## config.mk

```make
export PLATFORM = sky130hd
export DESIGN_NAME = letc_core_stage_f2
export DESIGN_NICKNAME = d
export VERILOG_FILES = /design/src/rtl/letc_core_stage_f2.sv
export SDC_FILE = /design/constraint.sdc
export NUM_CORES = 1
export LEC_CHECK = 0
export ABC_CLOCK_PERIOD_IN_PS = 3500
export BUFFER_PORTS_ARGS = -buffer_cell sky130_fd_sc_hd__buf_2
export CAP_MARGIN = 5
export CORE_MARGIN = 8
export CORE_UTILIZATION = 45
export CTS_CLUSTER_DIAMETER = 100
export DETAILED_ROUTE_END_ITERATION = 10
export PLACE_DENSITY = 0.76
export SKIP_LAST_GASP = 1
export SYNTH_ARGS = -nofsm -noshare
export SYNTH_HDL_FRONTEND = slang
export SYNTH_SLANG_ARGS = --single-unit
export TNS_END_PERCENT = 20
```

## constraint.sdc

```tcl
create_clock -name i_clk -period 3.5 [get_ports i_clk]
set_clock_uncertainty 0.15 [all_clocks]
set_input_delay 0.35 -clock i_clk [delete_from_list [all_inputs] [get_ports i_clk]]
set_output_delay 0.35 -clock i_clk [all_outputs]
set_load 0.01 [all_outputs]
```

## src/rtl/letc_core_stage_f2.sv

```systemverilog
// LETC core fetch stage 2: issues the F1 translated address to instruction memory,
// keeps at most one transaction outstanding and hands the returned word to decode.
module letc_core_stage_f2 #(
    parameter int PERF_CNT_W = 32
) (
    input  logic                  i_clk,
    input  logic                  i_rst_n,
    input  logic [64:0]           i_f1_to_f2,
    output logic                  o_stage_ready,
    input  logic                  i_stage_flush,
    input  logic                  i_stage_stall,
    output logic                  o_imem_req_valid,
    input  logic                  i_imem_req_ready,
    output logic [33:0]           o_imem_req_addr,
    input  logic                  i_imem_rsp_valid,
    input  logic [31:0]           i_imem_rsp_data,
    input  logic                  i_imem_rsp_fault,
    output logic                  o_f2_to_d_valid,
    output logic [29:0]           o_f2_to_d_pc_word,
    output logic [31:0]           o_f2_to_d_instr,
    output logic                  o_f2_to_d_fault,
    output logic [PERF_CNT_W-1:0] o_perf_wait_cycles
);

    typedef enum logic [2:0] {
        IDLE,
        REQ,
        WAIT,
        HOLD,
        DROP
    } state_t;

    state_t                  state_q;
    state_t                  state_d;
    logic                    f1_valid;
    logic [29:0]             f1_pc_word;
    logic [33:0]             f1_fetch_addr;
    logic                    accept;
    logic                    capture_rsp;
    logic [29:0]             pc_word_q;
    logic [33:0]             addr_q;
    logic [31:0]             instr_q;
    logic                    fault_q;
    logic [PERF_CNT_W-1:0]   perf_q;

    // Packed layout of the F1 handoff: {valid, pc_word, fetch_addr}
    assign f1_valid      = i_f1_to_f2[64];
    assign f1_pc_word    = i_f1_to_f2[63:34];
    assign f1_fetch_addr = i_f1_to_f2[33:0];

    assign o_stage_ready = (state_q == IDLE) || ((state_q == HOLD) && !i_stage_stall);
    assign accept        = f1_valid && o_stage_ready && !i_stage_flush;

    assign o_imem_req_valid   = (state_q == REQ) && !i_stage_flush;
    assign o_imem_req_addr    = addr_q;
    assign o_f2_to_d_valid    = (state_q == HOLD) && !i_stage_flush;
    assign o_f2_to_d_pc_word  = pc_word_q;
    assign o_f2_to_d_instr    = instr_q;
    assign o_f2_to_d_fault    = fault_q;
    assign o_perf_wait_cycles = perf_q;

    always_comb begin
        state_d     = state_q;
        capture_rsp = 1'b0;
        case (state_q)
            IDLE: begin
                if (accept) state_d = REQ;
            end
            REQ: begin
                if (i_stage_flush)         state_d = IDLE;
                else if (i_imem_req_ready) state_d = WAIT;
            end
            WAIT: begin
                // A flush racing the response can drop it here; otherwise it is still in flight
                if (i_stage_flush) begin
                    state_d = i_imem_rsp_valid ? IDLE : DROP;
                end else if (i_imem_rsp_valid) begin
                    state_d     = HOLD;
                    capture_rsp = 1'b1;
                end
            end
            HOLD: begin
                if (i_stage_flush)       state_d = IDLE;
                else if (!i_stage_stall) state_d = accept ? REQ : IDLE;
            end
            DROP: begin
                if (i_imem_rsp_valid) state_d = IDLE;
            end
            default: state_d = IDLE;
        endcase
    end

    always_ff @(posedge i_clk or negedge i_rst_n) begin
        if (!i_rst_n) begin
            state_q   <= IDLE;
            pc_word_q <= '0;
            addr_q    <= '0;
            instr_q   <= '0;
            fault_q   <= 1'b0;
        end else begin
            state_q <= state_d;
            if (accept) begin
                pc_word_q <= f1_pc_word;
                addr_q    <= f1_fetch_addr & ~34'h3;
            end
            if (capture_rsp) begin
                instr_q <= i_imem_rsp_fault ? 32'h0 : i_imem_rsp_data;
                fault_q <= i_imem_rsp_fault;
            end
        end
    end

    always_ff @(posedge i_clk or negedge i_rst_n) begin
        if (!i_rst_n) begin
            perf_q <= '0;
        end else if (((state_q == REQ) || (state_q == WAIT)) && (perf_q != '1)) begin
            perf_q <= perf_q + PERF_CNT_W'(1);
        end
    end

    assert property (@(posedge i_clk) disable iff (!i_rst_n)
        (o_imem_req_valid && !i_imem_req_ready) |=> $stable(o_imem_req_addr));

    assert property (@(posedge i_clk) disable iff (!i_rst_n)
        (o_f2_to_d_valid && i_stage_stall) |=>
            $stable({o_f2_to_d_pc_word, o_f2_to_d_instr, o_f2_to_d_fault}));

    assert property (@(posedge i_clk) disable iff (!i_rst_n)
        i_imem_rsp_valid |-> ((state_q == WAIT) || (state_q == DROP)));

endmodule
```

Word-level counts from Yosys, hierarchy flattened --
Index checks and enable logic that the tools add are counted. Widths: inputs -> output; s select.
Operators by class: $add $sub $neg 1, equality and inequality tests 10, muxes and demuxes 15, reduce and logical (&&, ||, !) cells 12
Operators by type and width (number):
- $add 32x1->32 const B | 1
- $mux 32 | 1
- $ne 32x32->1 const B | 1
- $mux 3 | 9
- $pmux 3 s5 | 1
- $ne 3x3->1 const B | 3
- $eq 3x2->1 const B | 2
- $logic_and 1x1->1 | 6
- $reduce_and 5->1 | 1
- $mux 1 | 4
- $ne 2x2->1 const B | 2
- $eq 3x1->1 const B | 1
- $eq 3x3->1 const B | 1
- $logic_not 3->1 | 1
- $logic_not 1->1 | 2
- $logic_or 1x1->1 | 2
Storage, ports and cells: register bits 130, logic and storage cells 44

Logic depth before layout (Yosys ltp) --
Gate-level depths: netlist of run 1.
word-level depth 9, gate-level depth with buffers 7, depth with buffers taken out 6

Worst setup path after synthesis of run 1 --
OpenSTA, ideal clock, no wires.
path type reg-to-reg, start reg perf_q[0], in the netlist o_perf_wait_cycles[0], end reg perf_q[28], in the netlist o_perf_wait_cycles[28], arrival 1913 ps, setup slack 1310 ps, cell stages (with the launch flop) 7, cell sequence dfrtp_1 -> ha_1 -> and4_1 -> or4b_4 -> a211oi_4 -> nand4_1 -> xnor2_1
On the way: word-level cells in the longest chain between the ends 2, elaborated cells between the ends (all ways) 3
Ends and longest elaborated chain:
- from (decl) | RTL line 44 | logic [PERF_CNT_W-1:0] perf_q;
- from (signal assigned) | RTL line 117 | perf_q <= perf_q + PERF_CNT_W'(1);
- branches (longest 2 deep; another with $add 32x1->32)
Parallel ways; which one is timed is not known. A chain may end at the register's enable or synchronous reset.

Worst setup path after layout of run 1 --
start reg perf_q[14], in the netlist o_perf_wait_cycles[14], end reg perf_q[31], in the netlist o_perf_wait_cycles[31]
The elaborated chain is that of the path after synthesis.

==> results.yml, run 1 <==
outcome:
  status: "finished, final reports clean"
floorplanning:
  io_pins: 236
  rows: 40
  die_area_sq_um: 16050
  core_sq_um: 12010
  die_width_um: 126.7
  start_util_pct: 45.90
  die_h_um: 126.7
setup_path:
  worstPathArrival_ns: 2.58
  crit_buf_inv: 0
  required_ns: 3.64
  start_kind: "register"
  path_max_fanout: 5
  worst_setup_path_end_kind: "register"
  crit_chain: "nand4_2 -> nor4_2 -> nand3_1 -> nor2_1 -> mux2_2"
  cpMaxStageDelayCell: "nor4_2"
  path_delay_family: "simple AND/OR/NAND/NOR gates"
  crit_type: "reg2reg"
  critPathMaxStageDelay_ns: 0.73
clock_tree:
  cts_tree: "done"
  htreeDepth: 4
  clkTransAtPathRegs_ns: 0.05
  worst_skew_pair.late_latency_ns: 0.41
  postCtsSetupBuffers: 0
  clockRootBuffer: "clkbuf_16"
  clockBufferDepth: 2
  post_cts_resized: 0
  cts-buffers-inserted: 17
  clock-sinks: 130
synth:
  synth_top_cell_by_area: "dfrtp_1"
  synthTopCellsByArea: "dfrtp_1 (59%), mux2_2 (13%), nand2b_1 (4.2%)"
  synth_top_area_share_pct: 59.01
  synth_seq_cells: 130
  synth-seq-area-share_pct: 59.01
  synth_edf_count: 0
  yosysMostFrequentCell: "dfrtp_1"
  avgSynthCellArea_sq_um: 12.12
  postSynth.topFlopCell: "dfrtp_1"
  synth_cell_type_count: 46
  synth_area_sq_um: 5513
  synthArstFlopShare_pct: 100.0
  synthCells: 455
  synth_common_cells: "dfrtp_1 (130), mux2_2 (64), nand2_1 (50)"
  yosysWarnings: 0
worst_hold_path:
  worst_hold_path_type: "in2reg"
final_layout:
  multiInputGateArea_sq_um: 2142
  utilization_pct: 61.58
  final_nets: 796
  drive_above_1_share_pct: 47.50
  design_area_sq_um: 7397
  n_fill_cell: 998
  n_antenna_cell: 0
  syn_to_final_growth_pct: 34.18
  seq_area_sq_um: 3253
placement:
  hpwl_mm: 10.51
  placed_cell_area_sq_um: 6797
  gp_congestion: 0.7736
  port_buffers: 231
sta:
  period_needed_ns: 2.434
  fmax_mhz: 410.9
  hold_ws_ns: 0.02013
  finalHoldViolations: 0
  tns_ns: 0
  maxSlewHeadroom_pct: 39.79
  drv_slew: 0
  rsz0062_at_grt: "false"
  tightestPinTransition_ns: 0.9032
  setup_viol: 0
  period_share_pct: 69.54
drt:
  antenna_left: 0
  via_per_inst: 5.022
  dr.pass1.iters: 4
  dr_total_vias: 4259
  wl_per_cell_um: 16.60
  drc: 0
  wirelength_mm: 14.08
  drtIter0Drc: 252
global_route:
  grt_usage_pct: 17.93
  grt_pass1_vias: 4506
  grt_start_max_net_pins: 72
  grt_pass1_wl_mm: 22.90
  antenna_found_initial: 0
  grt_overflow: 0
power_and_ir_drop:
  total_power_uw: 5958
  powerDensity_nw_per_um2: 805.4
  p_leak_uw: 0.003734
  peakVddDrop_mv: 0.3642
job:
  max_cap_viol_count: 0
-- routing by layer --
| metal | vias to the layer above | part of all wire [%] | GRT usage (%) |
|---|---|---|---|
| met5 | - | 0 | 0 |
| met4 | 0 | 2.3 | 9.027 |
| met3 | 27 | 8.8 | 7.122 |
| met2 | 170 | 50 | 30.16 |
| met1 | 2030 | 39 | 19.28 |
| li1 | 2032 | - | - |
-- layout make-up --
class / instances / area share, %
Tap cell: 147 / 2.486
Multi-Input combinational cell: 300 / 28.96
Inverter: 3 / 0.1522
Timing Repair Buffer: 239 / 16.98
Clock buffer: 23 / 6.326
Sequential cell: 130 / 43.98
Clock inverter: 6 / 1.116
-- stage by stage --
step | setup slack [ns] | std cells
6_report | 1.066 | 848
3_5_place_dp | 1.111 | 814
4_1_cts | 1.086 | 848
3_3_place_gp | 1.171 | 814
2_1_floorplan | 1.310 | 456
5_1_grt | 0.8771 | 848
-- placed cells by master (no fill, tap or decap), types with 2 or more instances in the layout --
cell	netlist	routed
clkbuf_16	0	17
mux2_2	64	64
and2_1	2	2
xor2_1	13	13
nand3_1	14	14
clkinv_2	0	3
buf_4	3	2
and4_1	3	3
o21ai_0	33	33
buf_12	0	2
bufinv_16	0	2
nor3_1	11	11
dfrtp_1	130	130
nand2_1	50	50
clkbuf_1	11	4
a211oi_1	2	2
nor4b_1	2	2
buf_2	6	230
nor2_1	12	12
conb_1	1	2
xnor2_1	17	17
and3_1	5	5
dlygate4sd3_1	0	5
nor3b_1	2	2
nand2b_1	37	36
a21oi_1	3	3
clkbuf_8	0	2
nand4_1	7	7
inv_1	3	3
-- kinds of logic (layout without fill, tap and decap cells) --
| logic type | Yosys count | in the layout | share of synthesized area (%) |
|---|---|---|---|
| compound gates | 47 | 47 | 5.220 |
| xor+xnor | 30 | 30 | 4.766 |
| fa+ha+maj | 1 | 1 | 0.2269 |
| buf+inv | 26 | 271 | 2.247 |
| flops | 130 | 130 | 59.01 |
| mux | 65 | 65 | 13.35 |
| other cells | 1 | 2 | 0.06802 |
| simple gates | 155 | 155 | 15.12 |
-- what timing repair did --
item,CTS,global route
hold endpoints to repair,74,0
hold buffers,5,0
endpoints found under the setup margin,0,0
-- where the power goes --
part | switching [uW] | leakage [uW] | internal (uW)
registers | 324 | 0.00165 | 2060
clock network | 589 | 0.000269 | 1070
logic | 974 | 0.00182 | 940
-- flip-flops by register name, indices dropped and copies added (netlist names) --
name,flops
o_f2_to_d_pc_word,30
o_f2_to_d_fault,1
o_perf_wait_cycles,32
state_q,3
o_imem_req_addr,32
o_f2_to_d_instr,32
-- worst paths after layout --
kind	start	to	slack (ns)	depth (start not counted)
max	o_perf_wait_cycles[14]	o_perf_wait_cycles[31]	1.07	5
min	i_f1_to_f2[12]	o_imem_req_addr[12]	0.02	2
max reg2reg	o_perf_wait_cycles[14]	o_perf_wait_cycles[31]	1.07	5
min reg2reg	o_f2_to_d_instr[29]	o_f2_to_d_instr[29]	0.32	2
max in group asynchronous	i_rst_n	o_f2_to_d_instr[31]	1.92	3
min in group asynchronous	i_rst_n	o_imem_req_addr[24]	0.45	2
Power figures use the tool's default switching activity.
==> run 2: changes to the inputs <==
Settings changed: ABC_CLOCK_PERIOD_IN_PS 3500 to 2200, CORE_UTILIZATION 45 to 43.
Clock period 3.5 ns to 2.2 ns, I/O delays scaled along.
==> results.yml, run 2 (synthesis results as in run 1) <==
outcome:
  status: "finished, final reports clean"
floorplanning:
  die_h_um: 129.2
  rows: 41
  die_area_sq_um: 16700
  start_util_pct: 43.86
  io_pins: 236
  core_sq_um: 12570
  die_width_um: 129.2
setup_path:
  cpMaxStageDelayCell: "or4_4"
  ff2ff_path_depth: 4
  crit_chain: "nand3_1 -> or4_4 -> o31a_1 -> mux2_4"
  critPathMaxStageDelay_ns: 0.57
  crit_type: "reg2reg"
  required_ns: 2.34
  start_kind: "register"
  crit_buf_inv: 0
  worstPathArrival_ns: 2.29
  cp_num_cells: 4
  worst_setup_path_end_kind: "register"
  path_delay_family: "simple AND/OR/NAND/NOR gates"
  path_max_fanout: 9
clock_tree:
  clock-sinks: 130
  clockBufferDepth: 2
  worst_skew_pair.late_latency_ns: 0.41
  clkTransAtPathRegs_ns: 0.06
  cts_tree: "done"
  cts-buffers-inserted: 17
  htreeDepth: 4
  clockRootBuffer: "clkbuf_16"
placement:
  hpwl_mm: 11.35
  placed_cell_area_sq_um: 7083
  port_buffers: 231
  gp_congestion: 0.8382
sta:
  setup_viol: 0
  rsz0062_at_grt: "true"
  maxSlewHeadroom_pct: 60.91
  fmax_mhz: 465.2
  period_needed_ns: 2.149
  tightestPinTransition_ns: 0.5821
  drv_slew: 0
  period_share_pct: 97.70
  finalHoldViolations: 0
final_layout:
  syn_to_final_growth_pct: 58.15
  layout_common_cells: "buf_2 (230), dfrtp_1 (130), dlygate4sd3_1 (99)"
  final_common_cell: "buf_2"
  design_area_sq_um: 8718
  final_nets: 924
  drive_above_1_share_pct: 44.71
  utilization_pct: 69.37
power_and_ir_drop:
  p_leak_uw: 0.004343
  powerDensity_nw_per_um2: 1157
  peakVddDrop_mv: 0.7747
  total_power_uw: 10090
drt:
  dr.pass1.iters: 4
  via_per_inst: 4.827
  dr_total_vias: 4866
  wl_per_cell_um: 17.05
  drc: 0
  drtIter0Drc: 219
  wirelength_mm: 17.18
  antenna_left: 0
global_route:
  grt_pass1_vias: 5209
  grt_start_max_net_pins: 63
  grt_usage_pct: 20.83
  grt_overflow: 0
  antenna_found_initial: 1
  grt_pass1_wl_mm: 27.26
job:
  max_cap_viol_count: 0
worst_hold_path:
  worst_hold_path_type: "in2reg"
  whs_path_depth: 3
[run 2: cell count changes in the layout (fill, tap and decap cells not counted), sizes merged]
cell,before,now
buf,234,268
bufinv,2,3
clkinv,3,4
clkinvlp,1,2
diode,0,4
dlygate4sd3,5,99
[run 2: worst register-to-register path, stage by stage, from the launching register on]
cell     delay, ns
dfrtp_1       0.39
nand3_1       0.14
or4_4         0.57
o31a_1        0.45
mux2_4        0.34
[run 2: worst paths after layout]
check | start | slack [ns] | endpoint
setup reg to reg | o_perf_wait_cycles[19] | 0.05 | o_perf_wait_cycles[1]
hold / removal | i_stage_flush | 0.12 | state_q[1]
min in group asynchronous | i_rst_n | 0.19 | o_perf_wait_cycles[31]
max in group asynchronous | i_rst_n | 1.01 | o_f2_to_d_instr[18]
hold reg to reg | o_f2_to_d_instr[31] | 0.32 | o_f2_to_d_instr[31]
setup / recovery | o_perf_wait_cycles[19] | 0.05 | o_perf_wait_cycles[1]
[run 2: power by group]
part,switching (uW),internal (uW)
Combinational,1750,1710
Sequential,476,3280
Clock,998,1870
Total,3220,6860
[run 2: area by class of cell]
class                      count  area (sq um)
antenna                        4         10.01
fill                         852          3850
clock buffer                  23         478.0
inverter                       3         11.26
clock inverter                 9         128.9
sequential                   130          3253
tap                          172         215.2
timing repair buffer         367          2456
multi-input combinational    300          2166
[run 2: timing repair]
item,4_1_cts,5_1_grt
resized for setup,0,4
hold buffers,99,0
hold endpoints to repair,135,0
buffers inserted,0,0
endpoints found under the setup margin,0,13
[run 2: metrics by stage]
| stage | setup WS, ns | hold slack [ns] | setup TNS, ns | std cells |
|---|---|---|---|---|
| floorplan | 0.009637 | -0.2256 | 0 | 456 |
| global placement | 0.07300 | 0.07550 | 0 | 873 |
| detailed placement | 0.04719 | 0.09086 | 0 | 873 |
| CTS | 0.008346 | 0.09292 | 0 | 1004 |
| global route | -0.04429 | 0.1289 | -0.08859 | 1005 |
| finish | 0.05051 | 0.1194 | 0 | 1008 |
[run 2: routing by layer]
metal	track usage [%]	share of wire [%]	up-vias	wire, um
li1	-	-	2294	-
met1	23.39	38	2351	6559
met2	35.45	51	191	8783
met3	7.067	8.3	30	1433
met4	8.846	2.4	0	408
met5	0	0	-	0
